==> config.mk <==
export PLATFORM = sky130hd
export DESIGN_NAME = speed_test_sequencer_flat
export DESIGN_NICKNAME = d
export VERILOG_FILES = /design/src/rtl/speed_test_sequencer_if.sv /design/src/rtl/speed_test_sequencer.sv /design/src/flat_wrapper.sv
export SDC_FILE = /design/constraint.sdc
export NUM_CORES = 1
export LEC_CHECK = 0
export CAP_MARGIN = 20
export CORE_UTILIZATION = 50
export CTS_CLUSTER_DIAMETER = 50
export DETAILED_ROUTE_END_ITERATION = 10
export PLACE_DENSITY = 0.74
export RECOVER_POWER = 50
export REMOVE_ABC_BUFFERS = 1
export SYNTH_ARGS = -nofsm -noshare
export SYNTH_HDL_FRONTEND = slang
export SYNTH_SLANG_ARGS = --single-unit
==> constraint.sdc <==
create_clock -name clk -period 3.7 [get_ports clk]
set_clock_uncertainty 0.05 [all_clocks]
set_input_delay 0.74 -clock clk [delete_from_list [all_inputs] [get_ports clk]]
set_output_delay 0.74 -clock clk [all_outputs]
set_load 0.005 [all_outputs]
==> src/rtl/speed_test_sequencer_if.sv <==
// Result port of the speed-test sequencer: a valid/ready handshake carrying
// the two tick counts and the pass/fail flags.
//   res_valid  sequencer -> consumer  result available
//   res_ready  consumer  -> sequencer result consumed
//   ticks0/1   sequencer -> consumer  24'hFFFFFF - raw count of each ring
//   flags      sequencer -> consumer  {timeout, overflow, skew, too_small}
interface speed_test_sequencer_if;
  logic        res_valid;
  logic        res_ready;
  logic [23:0] ticks0;
  logic [23:0] ticks1;
  logic [3:0]  flags;

  modport master (
    output res_valid,
    output ticks0,
    output ticks1,
    output flags,
    input  res_ready
  );

  modport slave (
    input  res_valid,
    input  ticks0,
    input  ticks1,
    input  flags,
    output res_ready
  );
endinterface

==> src/rtl/speed_test_sequencer.sv <==
// Controller for the ring-oscillator speed-test block. One start runs a full
// measurement: arm, trigger, settle, poll for the fired flag, read both 24-bit
// down-counters byte by byte, then compute tick counts and flags.
// Ports:
//   clk, rst     clock and synchronous active-high reset
//   start        measurement request, only looked at in IDLE
//   busy         high in every state except IDLE
//   st_nrst, st_trig, st_sel, st_ring_en   control outputs to the speed-test block
//   st_out       speed-test byte bus (bit 6 = fired when st_sel = 7)
//   res          result handshake (see speed_test_sequencer_if)
module speed_test_sequencer #(
  parameter int unsigned TRIG_CYCLES   = 2,
  parameter int unsigned SETTLE_CYCLES = 3,
  parameter int unsigned TIMEOUT       = 64,
  parameter int unsigned MAX_SKEW      = 3,
  parameter int unsigned MIN_COUNT     = 10
) (
  input  logic                          clk,
  input  logic                          rst,
  input  logic                          start,
  output logic                          busy,
  output logic                          st_nrst,
  output logic                          st_trig,
  output logic [2:0]                    st_sel,
  output logic [1:0]                    st_ring_en,
  input  logic [7:0]                    st_out,
  speed_test_sequencer_if.master        res
);

  typedef enum logic [2:0] {
    S_IDLE, S_ARM, S_TRIG, S_SETTLE, S_POLL, S_READ, S_CALC, S_DONE
  } state_t;

  state_t      state_q;
  logic [7:0]  cnt_q;        // cycle counter shared by TRIG, SETTLE and POLL
  logic [3:0]  read_cnt_q;   // 0..11 within READ; odd value = capture cycle
  logic [23:0] count0_q, count1_q;
  logic        timeout_q;

  logic        busy_q, st_nrst_q, st_trig_q, res_valid_q;
  logic [2:0]  st_sel_q;
  logic [1:0]  st_ring_en_q;
  logic [23:0] ticks0_q, ticks1_q;
  logic [3:0]  flags_q;

  // Result computation, consumed only in CALC.
  logic [23:0]        ticks0_d, ticks1_d;
  logic [3:0]         flags_d;
  logic signed [24:0] diff_d;
  logic [24:0]        mag_d;
  logic               overflow_d, skew_d, too_small_d;

  always_comb begin
    ticks0_d    = ~count0_q;
    ticks1_d    = ~count1_q;
    diff_d      = $signed({1'b0, count0_q}) - $signed({1'b0, count1_q});
    mag_d       = diff_d[24] ? 25'(-diff_d) : 25'(diff_d);
    overflow_d  = ~count0_q[23] | ~count1_q[23];
    skew_d      = mag_d > 25'(MAX_SKEW);
    too_small_d = (count0_q < 24'(MIN_COUNT)) | (count1_q < 24'(MIN_COUNT));
    // A timeout reports only itself; the forced counts would give noise.
    flags_d     = timeout_q ? 4'b1000 : {1'b0, overflow_d, skew_d, too_small_d};
  end

  always_ff @(posedge clk) begin
    if (rst) begin
      state_q      <= S_IDLE;
      cnt_q        <= '0;
      read_cnt_q   <= '0;
      count0_q     <= '0;
      count1_q     <= '0;
      timeout_q    <= 1'b0;
      busy_q       <= 1'b0;
      st_nrst_q    <= 1'b0;
      st_trig_q    <= 1'b0;
      st_sel_q     <= '0;
      st_ring_en_q <= '0;
      res_valid_q  <= 1'b0;
      ticks0_q     <= '0;
      ticks1_q     <= '0;
      flags_q      <= '0;
    end else begin
      case (state_q)
        S_IDLE: begin
          if (start) begin
            state_q      <= S_ARM;
            busy_q       <= 1'b1;
            st_nrst_q    <= 1'b1;
            st_ring_en_q <= 2'b11;
            st_sel_q     <= 3'd0;
            timeout_q    <= 1'b0;
          end
        end
        S_ARM: begin
          state_q   <= S_TRIG;
          st_trig_q <= 1'b1;
          cnt_q     <= 8'd1;
        end
        S_TRIG: begin
          if (cnt_q == 8'(TRIG_CYCLES)) begin
            state_q   <= S_SETTLE;
            st_trig_q <= 1'b0;
            cnt_q     <= 8'd1;
          end else begin
            cnt_q <= cnt_q + 8'd1;
          end
        end
        S_SETTLE: begin
          if (cnt_q == 8'(SETTLE_CYCLES)) begin
            state_q      <= S_POLL;
            st_ring_en_q <= 2'b00;
            st_sel_q     <= 3'd7;
            cnt_q        <= 8'd1;
          end else begin
            cnt_q <= cnt_q + 8'd1;
          end
        end
        S_POLL: begin
          // cnt_q == 1 is the settle cycle after switching st_sel to 7.
          if (cnt_q >= 8'd2 && st_out[6]) begin
            state_q    <= S_READ;
            st_sel_q   <= 3'd1;
            read_cnt_q <= 4'd0;
          end else if (cnt_q == 8'(TIMEOUT)) begin
            state_q   <= S_CALC;
            timeout_q <= 1'b1;
            count0_q  <= 24'hFFFFFF;
            count1_q  <= 24'hFFFFFF;
            st_sel_q  <= 3'd0;
          end else begin
            cnt_q <= cnt_q + 8'd1;
          end
        end
        S_READ: begin
          if (read_cnt_q[0]) begin
            case (st_sel_q)
              3'd1:    count0_q[7:0]   <= st_out;
              3'd2:    count0_q[15:8]  <= st_out;
              3'd3:    count0_q[23:16] <= st_out;
              3'd4:    count1_q[7:0]   <= st_out;
              3'd5:    count1_q[15:8]  <= st_out;
              3'd6:    count1_q[23:16] <= st_out;
              default: ;
            endcase
          end
          if (read_cnt_q == 4'd11) begin
            state_q  <= S_CALC;
            st_sel_q <= 3'd0;
          end else if (read_cnt_q[0]) begin
            st_sel_q <= st_sel_q + 3'd1;
          end
          read_cnt_q <= read_cnt_q + 4'd1;
        end
        S_CALC: begin
          state_q     <= S_DONE;
          ticks0_q    <= ticks0_d;
          ticks1_q    <= ticks1_d;
          flags_q     <= flags_d;
          res_valid_q <= 1'b1;
          st_nrst_q   <= 1'b0;
        end
        S_DONE: begin
          if (res.res_ready) begin
            state_q     <= S_IDLE;
            res_valid_q <= 1'b0;
            busy_q      <= 1'b0;
          end
        end
        default: state_q <= S_IDLE;
      endcase
    end
  end

  assign busy          = busy_q;
  assign st_nrst       = st_nrst_q;
  assign st_trig       = st_trig_q;
  assign st_sel        = st_sel_q;
  assign st_ring_en    = st_ring_en_q;
  assign res.res_valid = res_valid_q;
  assign res.ticks0    = ticks0_q;
  assign res.ticks1    = ticks1_q;
  assign res.flags     = flags_q;

endmodule

==> src/flat_wrapper.sv <==
// flat-port wrapper written by rule: the top's interface ports become plain ports
module speed_test_sequencer_flat 
#(
  parameter int unsigned TRIG_CYCLES   = 2,
  parameter int unsigned SETTLE_CYCLES = 3,
  parameter int unsigned TIMEOUT       = 64,
  parameter int unsigned MAX_SKEW      = 3,
  parameter int unsigned MIN_COUNT     = 10
)
  (clk, rst, start, busy, st_nrst, st_trig, st_sel, st_ring_en, st_out, res_res_valid, res_ticks0, res_ticks1, res_flags, res_res_ready);
  speed_test_sequencer_if res_i ();
  input  logic clk;
  input  logic rst;
  input  logic start;
  output logic busy;
  output logic st_nrst;
  output logic st_trig;
  output logic [2:0] st_sel;
  output logic [1:0] st_ring_en;
  input  logic [7:0] st_out;
  output wire logic [$bits(res_i.res_valid)-1:0] res_res_valid;
  output wire logic [$bits(res_i.ticks0)-1:0] res_ticks0;
  output wire logic [$bits(res_i.ticks1)-1:0] res_ticks1;
  output wire logic [$bits(res_i.flags)-1:0] res_flags;
  input wire logic [$bits(res_i.res_ready)-1:0] res_res_ready;
  assign res_res_valid = res_i.res_valid;
  assign res_ticks0 = res_i.ticks0;
  assign res_ticks1 = res_i.ticks1;
  assign res_flags = res_i.flags;
  assign res_i.res_ready = res_res_ready;
  speed_test_sequencer #(.TRIG_CYCLES(TRIG_CYCLES), .SETTLE_CYCLES(SETTLE_CYCLES), .TIMEOUT(TIMEOUT), .MAX_SKEW(MAX_SKEW), .MIN_COUNT(MIN_COUNT)) u_core (.clk(clk), .rst(rst), .start(start), .busy(busy), .st_nrst(st_nrst), .st_trig(st_trig), .st_sel(st_sel), .st_ring_en(st_ring_en), .st_out(st_out), .res(res_i));
endmodule
# Word level (Yosys, flattened, before mapping)

Cells that the tools add are included.

Register bits after elaboration: 125
Bits of input ports: 12
Output and inout bits: 61
Logic and storage cells: 146

Magnitude comparators: 4
Equality and inequality tests: 35
Reduce and logical (&&, ||, !) cells: 27
Bitwise logic cells: 6
Multiplexer cells: 50
Add/sub/neg operators: 5

Operator list:

| cell                | count |
|---|---|
| $mux 24             | 4 |
| $pmux 24 s2         | 2 |
| $mux 8              | 10 |
| $lt 24x4->1 const B | 2 |
| $not 24->24         | 2 |
| $mux 3              | 13 |
| $reduce_and 5->1    | 7 |
| $pmux 8 s4          | 1 |
| $gt 25x2->1 const B | 1 |
| $mux 25             | 1 |
| $neg 25->25         | 1 |
| $sub 24x24->25      | 1 |
| $pmux 3 s8          | 1 |
| $eq 3x3->1 const B  | 7 |
| $ne 2x2->1 const B  | 10 |
| $eq 8x2->1 const B  | 2 |
| $reduce_bool 2->1   | 7 |
| $eq 3x2->1 const B  | 4 |
| $ne 2x1->1 const B  | 6 |
| $pmux 3 s4          | 1 |
| $pmux 1 s2          | 5 |
| $reduce_and 3->1    | 3 |
| $add 8x1->8 const B | 1 |
| $eq 8x7->1 const B  | 1 |
| 19 further kinds    | 34 |

# Depth between registers and ports, before layout

Word-level depth: 5
Mapped depth: 15
Mapped depth without buffers: 14

# Worst setup path before layout

No wires, ideal clock.

Kind: flip-flop to flip-flop
Start point: register u_core.count0_q[0]
End point: register u_core.flags_q[1], in the netlist u_core.res.flags[1]
Required time: 3.508 ns
Stages on the path, launching flop included: 15
Setup slack: 0.110 ns
Setup time: 0.142 ns
Period minus slack after synthesis: 3.590 ns
Arrival: 3.398 ns
Cell sequence: dfxtp_1 -> inv_1 -> ha_1 -> fa_1 -> nand2b_2 -> a211oi_4 -> o21a_4 -> o2111ai_4 -> nor4_2 -> o2111ai_1 -> or3_1 -> and3_1 -> a2111o_1 -> o41ai_2 -> a311oi_1

Cells in the longest elaborated chain, start to end: 5

RTL lines:

| element                | RTL line                    | RTL |
|---|---|---|
| start, declared        | speed_test_sequencer.sv:37  | `logic [23:0] count0_q, count1_q;` |
| start signal, assigned | speed_test_sequencer.sv:137 | `3'd1: count0_q[7:0] <= st_out;` |
| $sub 24x24->25 *       | speed_test_sequencer.sv:56  | `diff_d = $signed({1'b0, count0_q}) - $signed({1'b0, count1_q});` |
| $neg 25->25            | speed_test_sequencer.sv:57  | `mag_d = diff_d[24] ? 25'(-diff_d) : 25'(diff_d);` |
| $mux 25 *              | speed_test_sequencer.sv:57  |  |
| $gt 25x2->1 *          | speed_test_sequencer.sv:59  | `skew_d = mag_d > 25'(MAX_SKEW);` |
| $mux 4 *               | speed_test_sequencer.sv:62  | `flags_d = timeout_q ? 4'b1000 : {1'b0, overflow_d, skew_d, too_small_d};` |
| end signal, assigned   | speed_test_sequencer.sv:158 | `flags_q <= flags_d;` |
| end, declared          | speed_test_sequencer.sv:44  | `logic [3:0] flags_q;` |

Mark *: on every way between the ends. The rest lies on a longest branch, timed or not.
A chain may end at the register's enable or synchronous reset.

# Final worst setup path

Start point: register u_core.count1_q[2]
End point: register u_core.flags_q[1], in the netlist u_core.res.flags[1]

Cells in the longest elaborated chain, start to end: 5

RTL lines:

| element                | RTL line                    | RTL |
|---|---|---|
| start, declared        | speed_test_sequencer.sv:37  |  |
| start signal, assigned | speed_test_sequencer.sv:140 | `3'd4: count1_q[7:0] <= st_out;` |
| $sub 24x24->25 *       | speed_test_sequencer.sv:56  |  |
| $neg 25->25            | speed_test_sequencer.sv:57  |  |
| $mux 25 *              | speed_test_sequencer.sv:57  |  |
| $gt 25x2->1 *          | speed_test_sequencer.sv:59  |  |
| $mux 4 *               | speed_test_sequencer.sv:62  |  |

Marks and branches as above.

==> flow_summary_export.csv <==
group,metric,value,unit
run_status,status,"finished, violations left",
run_status,violations,"max-capacitance violations, max-slew violations, negative setup slack",
clocking,cts_made_buffers,17,
timing,slew_headroom,-0.441,
logic_synthesis,ys_warn_count,0,
logic_synthesis,synth_commonest_cells,"nor2_1 (215), dfxtp_1 (124), a21oi_1 (88)",
logic_synthesis,synthCells,969,
worst_setup_path,slowest_stage,"nor4_1",
power,vdd_ir_drop_max,0.311,mV
global_route,grt.overflow.total,0,
placement,gp_congestion,0.910,
clocking,clock_sinks,124,
power,power,3770,uW
logic_synthesis,synth_edf_count,0,
cells_and_area,fillers,1217,
worst_setup_path,path_delay_family,"compound AO/OA/AOI/OAI gates",
worst_setup_path,cp-start-kind,"flop",
timing,finalWorstSetupSlack,-34.1,ps
power,p_leak,0.00403,uW
power,p_per_area,400,nW/um^2
timing,timing.final.crit_share,1.01,
worst_setup_path,cp.depth,13,
worst_setup_path,cp_cell_sequence,"inv_1 -> ha_1 -> o211ai_1 -> a21o_1 -> nor2b_2 -> xnor2_2 -> nor4_1 -> o2111ai_4 -> mux2i_1 -> a2bb2oi_1 -> nand4b_1 -> o41ai_2 -> a311oi_1",
worst_setup_path,end_kind,"flop",
worst_setup_path,arrival,3950,ps
clocking,clkTransAtPathRegs,60,ps
logic_synthesis,synth_cell_type_count,82,
drt,drt-total-wl,20800,um
drt,avgViaCountPerCell,5.82,
drt,vias,7414,
logic_synthesis,seq_area_frac_synth,0.335,
logic_synthesis,synth_area_leaders,"dfxtp_1 (34%), nor2_1 (11%), a211oi_1 (7.2%)",
timing,holdWs,401,ps
drt,post-route-drc-count,0,
flow_run,cap_viol_max_count,1,
floorplan,die_h,124,um
logic_synthesis,dominantRegCellSynth,"dfxtp_1",
cells_and_area,syn2layout_area_growth,27.2,%
clocking,cts_max_level,4,
global_route,grt_pass1_vias,6820,
drt,wl_per_cell,16.3,um
drt,drt-pass1-iter-count,5,
placement,dpl.hpwl,15200,um
placement,pre_cts_slack,-53.5,ps
worst_setup_path,cp_data_required_time,3910,ps
logic_synthesis,ys_ff_latch,124,
cells_and_area,post-route-util,0.650,
worst_setup_path,worstSetupPathType,"flop to flop",
hold_path,whs_path_depth,2,
logic_synthesis,syn_area_per_cell,7.64,sq um
drt,ant_nets,0,
timing,finalCriticalPeriod,3730,ps
worst_setup_path,path_buf_inv,1,
floorplan,dieWidth,124,um
global_route,grt_max_degree,74,
logic_synthesis,postSynth.asyncResetShare,0,
global_route,grt_pass1_wl,33500,um
timing,worst_slew_pin_slew,2160,ps
cells_and_area,drive_above_1_share,0.149,
floorplan,die_area,15300,sq um
global_route,grt_usage,0.280,
timing,fmax,268,MHz
hold_path,hold_path.class,"flop to flop",
logic_synthesis,yosysTopAreaCell,"dfxtp_1",
global_route,grt_antenna_before_repair,0,
logic_synthesis,yosysMostFrequentCell,"nor2_1",
clocking,cts_tree,"done",
worst_setup_path,crit_path_max_fanout,9,
floorplan,start_util,0.511,
timing,setup_violations,1,
placement,port_buffers,72,
cells_and_area,n_antenna_cell,0,
worst_setup_path,worstRegToRegCells,13,
timing,hold_viol,0,
logic_synthesis,syn_area,7400,sq um
drt,dr.first_iter.drc_count,550,
clocking,insertion_delay,410,ps
timing,rsz0062_at_grt,"true",
floorplan,core_area,14500,sq um
logic_synthesis,synth_top_area_share,0.335,
cells_and_area,fin_nets,1124,
floorplan,num_rows,44,
timing,slew_violations,41,
worst_setup_path,crit_path_max_incr_delay,570,ps
floorplan,io-pin-count,73,
clocking,cts_root_buffer,"clkbuf_16",
clocking,hold_buffers,0,
clocking,cts.path.max_buffers,2,
==> per-stage QoR <==
stage | setup TNS (ps) | instances | area [sq um]
4_1_cts | 0 | 1270 | 9260
3_5_place_dp | -53.5 | 1237 | 8610
6_report | -34.1 | 1273 | 9420
5_1_grt | -214 | 1273 | 9420
2_1_floorplan | 0 | 917 | 7180
3_3_place_gp | 0 | 1237 | 8610
==> cell type report <==
| type | count | area (sq um) | share of cell area |
|---|---|---|---|
| sequential | 124 | 2480 | 0.264 |
| inverter | 40 | 150 | 0.0159 |
| multi-input combinational | 753 | 4700 | 0.499 |
| tap | 184 | 230 | 0.0244 |
| clock inverter | 14 | 180 | 0.0191 |
| clock buffer | 18 | 439 | 0.0466 |
| timing repair buffer | 140 | 1230 | 0.131 |
==> sequential cells by signal, summed over array words and instances (netlist names) <==
name                  cells
u_core.res.res_valid      1
u_core.st_nrst            1
u_core.cnt_q              8
u_core.state_q            3
u_core.count1_q          24
u_core.timeout_q          1
u_core.read_cnt_q         4
u_core.res.ticks0        24
u_core.res.flags          4
u_core.res.ticks1        24
u_core.busy               1
u_core.st_ring_en         1
u_core.st_sel             3
u_core.count0_q          24
u_core.st_trig            1
==> power by group <==
group	total, uW	leakage (uW)	switching, uW	internal [uW]
logic	626	0.00273	326	301
clock network	1730	0.000299	642	1090
registers	1410	0.00100	45.2	1360
total	3770	0.00403	1010	2760
==> layer usage <==
metal	part of all wire	track usage	vias up
li1	-	-	3681
met1	0.45	0.366	3458
met2	0.46	0.448	239
met3	0.057	0.0627	36
met4	0.026	0.107	0
met5	0	0	-
==> logic make-up (layout without fill, tap and decap cells) <==
| family | count (synthesis) | count (layout) | synth area share |
|---|---|---|---|
| flops | 124 | 124 | 0.335 |
| simple gates | 416 | 416 | 0.258 |
| buf+inv | 92 | 212 | 0.0507 |
| xor+xnor | 26 | 26 | 0.0328 |
| compound gates | 266 | 266 | 0.249 |
| fa+ha+maj | 36 | 36 | 0.0618 |
| mux | 9 | 9 | 0.0122 |
==> placed cells by master, fill, tap and decap left out, types with 4 or more instances in the layout <==
master | synthesis | routed
a211o_1 | 5 | 5
a211oi_1 | 71 | 70
a21boi_0 | 4 | 4
a21o_1 | 6 | 6
a21oi_1 | 88 | 85
a21oi_2 | 2 | 5
a31oi_1 | 5 | 5
and2_1 | 6 | 5
and3_1 | 7 | 7
buf_4 | 2 | 68
clkbuf_16 | 0 | 17
clkdlybuf4s50_1 | 0 | 14
dfxtp_1 | 124 | 124
dlygate4sd3_1 | 0 | 57
ha_1 | 35 | 33
inv_1 | 40 | 39
inv_6 | 0 | 7
mux2i_1 | 9 | 9
nand2_1 | 62 | 61
nand2b_1 | 5 | 5
nand3_1 | 27 | 27
nand3b_1 | 4 | 4
nand4_1 | 15 | 15
nor2_1 | 215 | 214
nor2b_1 | 7 | 6
nor3_1 | 19 | 19
nor4_1 | 18 | 16
o211a_1 | 4 | 4
o211ai_1 | 10 | 10
o21ai_0 | 22 | 22
o21ai_1 | 5 | 4
o21ai_2 | 3 | 4
o22ai_1 | 4 | 4
xnor2_1 | 9 | 7
xor2_1 | 15 | 12
xor2_2 | 1 | 4
==> final timing paths <==
| path | from | endpoint | slack (ps) |
|---|---|---|---|
| min reg2reg | u_core.res.flags[3]$_SDFFE_PP0P_ | u_core.res.flags[3]$_SDFFE_PP0P_ | 400 |
| max | u_core.count1_q[2]$_SDFFE_PP0P_ | u_core.res.flags[1]$_SDFFE_PP0P_ | -30 |
| min | u_core.res.flags[3]$_SDFFE_PP0P_ | u_core.res.flags[3]$_SDFFE_PP0P_ | 400 |
| max reg2reg | u_core.count1_q[2]$_SDFFE_PP0P_ | u_core.res.flags[1]$_SDFFE_PP0P_ | -30 |
==> worst register-to-register path: cells and delay by family, from the launching register on <==
kind | cells | cell delay [ps]
xor gates and xnor gates | 1 | 210
DFF | 1 | 380
adders and majority gates | 1 | 410
and+or+nand+nor | 3 | 990
muxes | 1 | 160
AOI/OAI and AO/OA | 6 | 1330
buffers and inverters | 1 | 70
==> what timing repair did <==
action	in CTS	in global routing
hold endpoints to repair	0	0
endpoints found under the setup margin	1	1
resized for setup	5	24
setup buffers	1	3
pin swaps	0	10
Power figures use the tool's default switching activity.
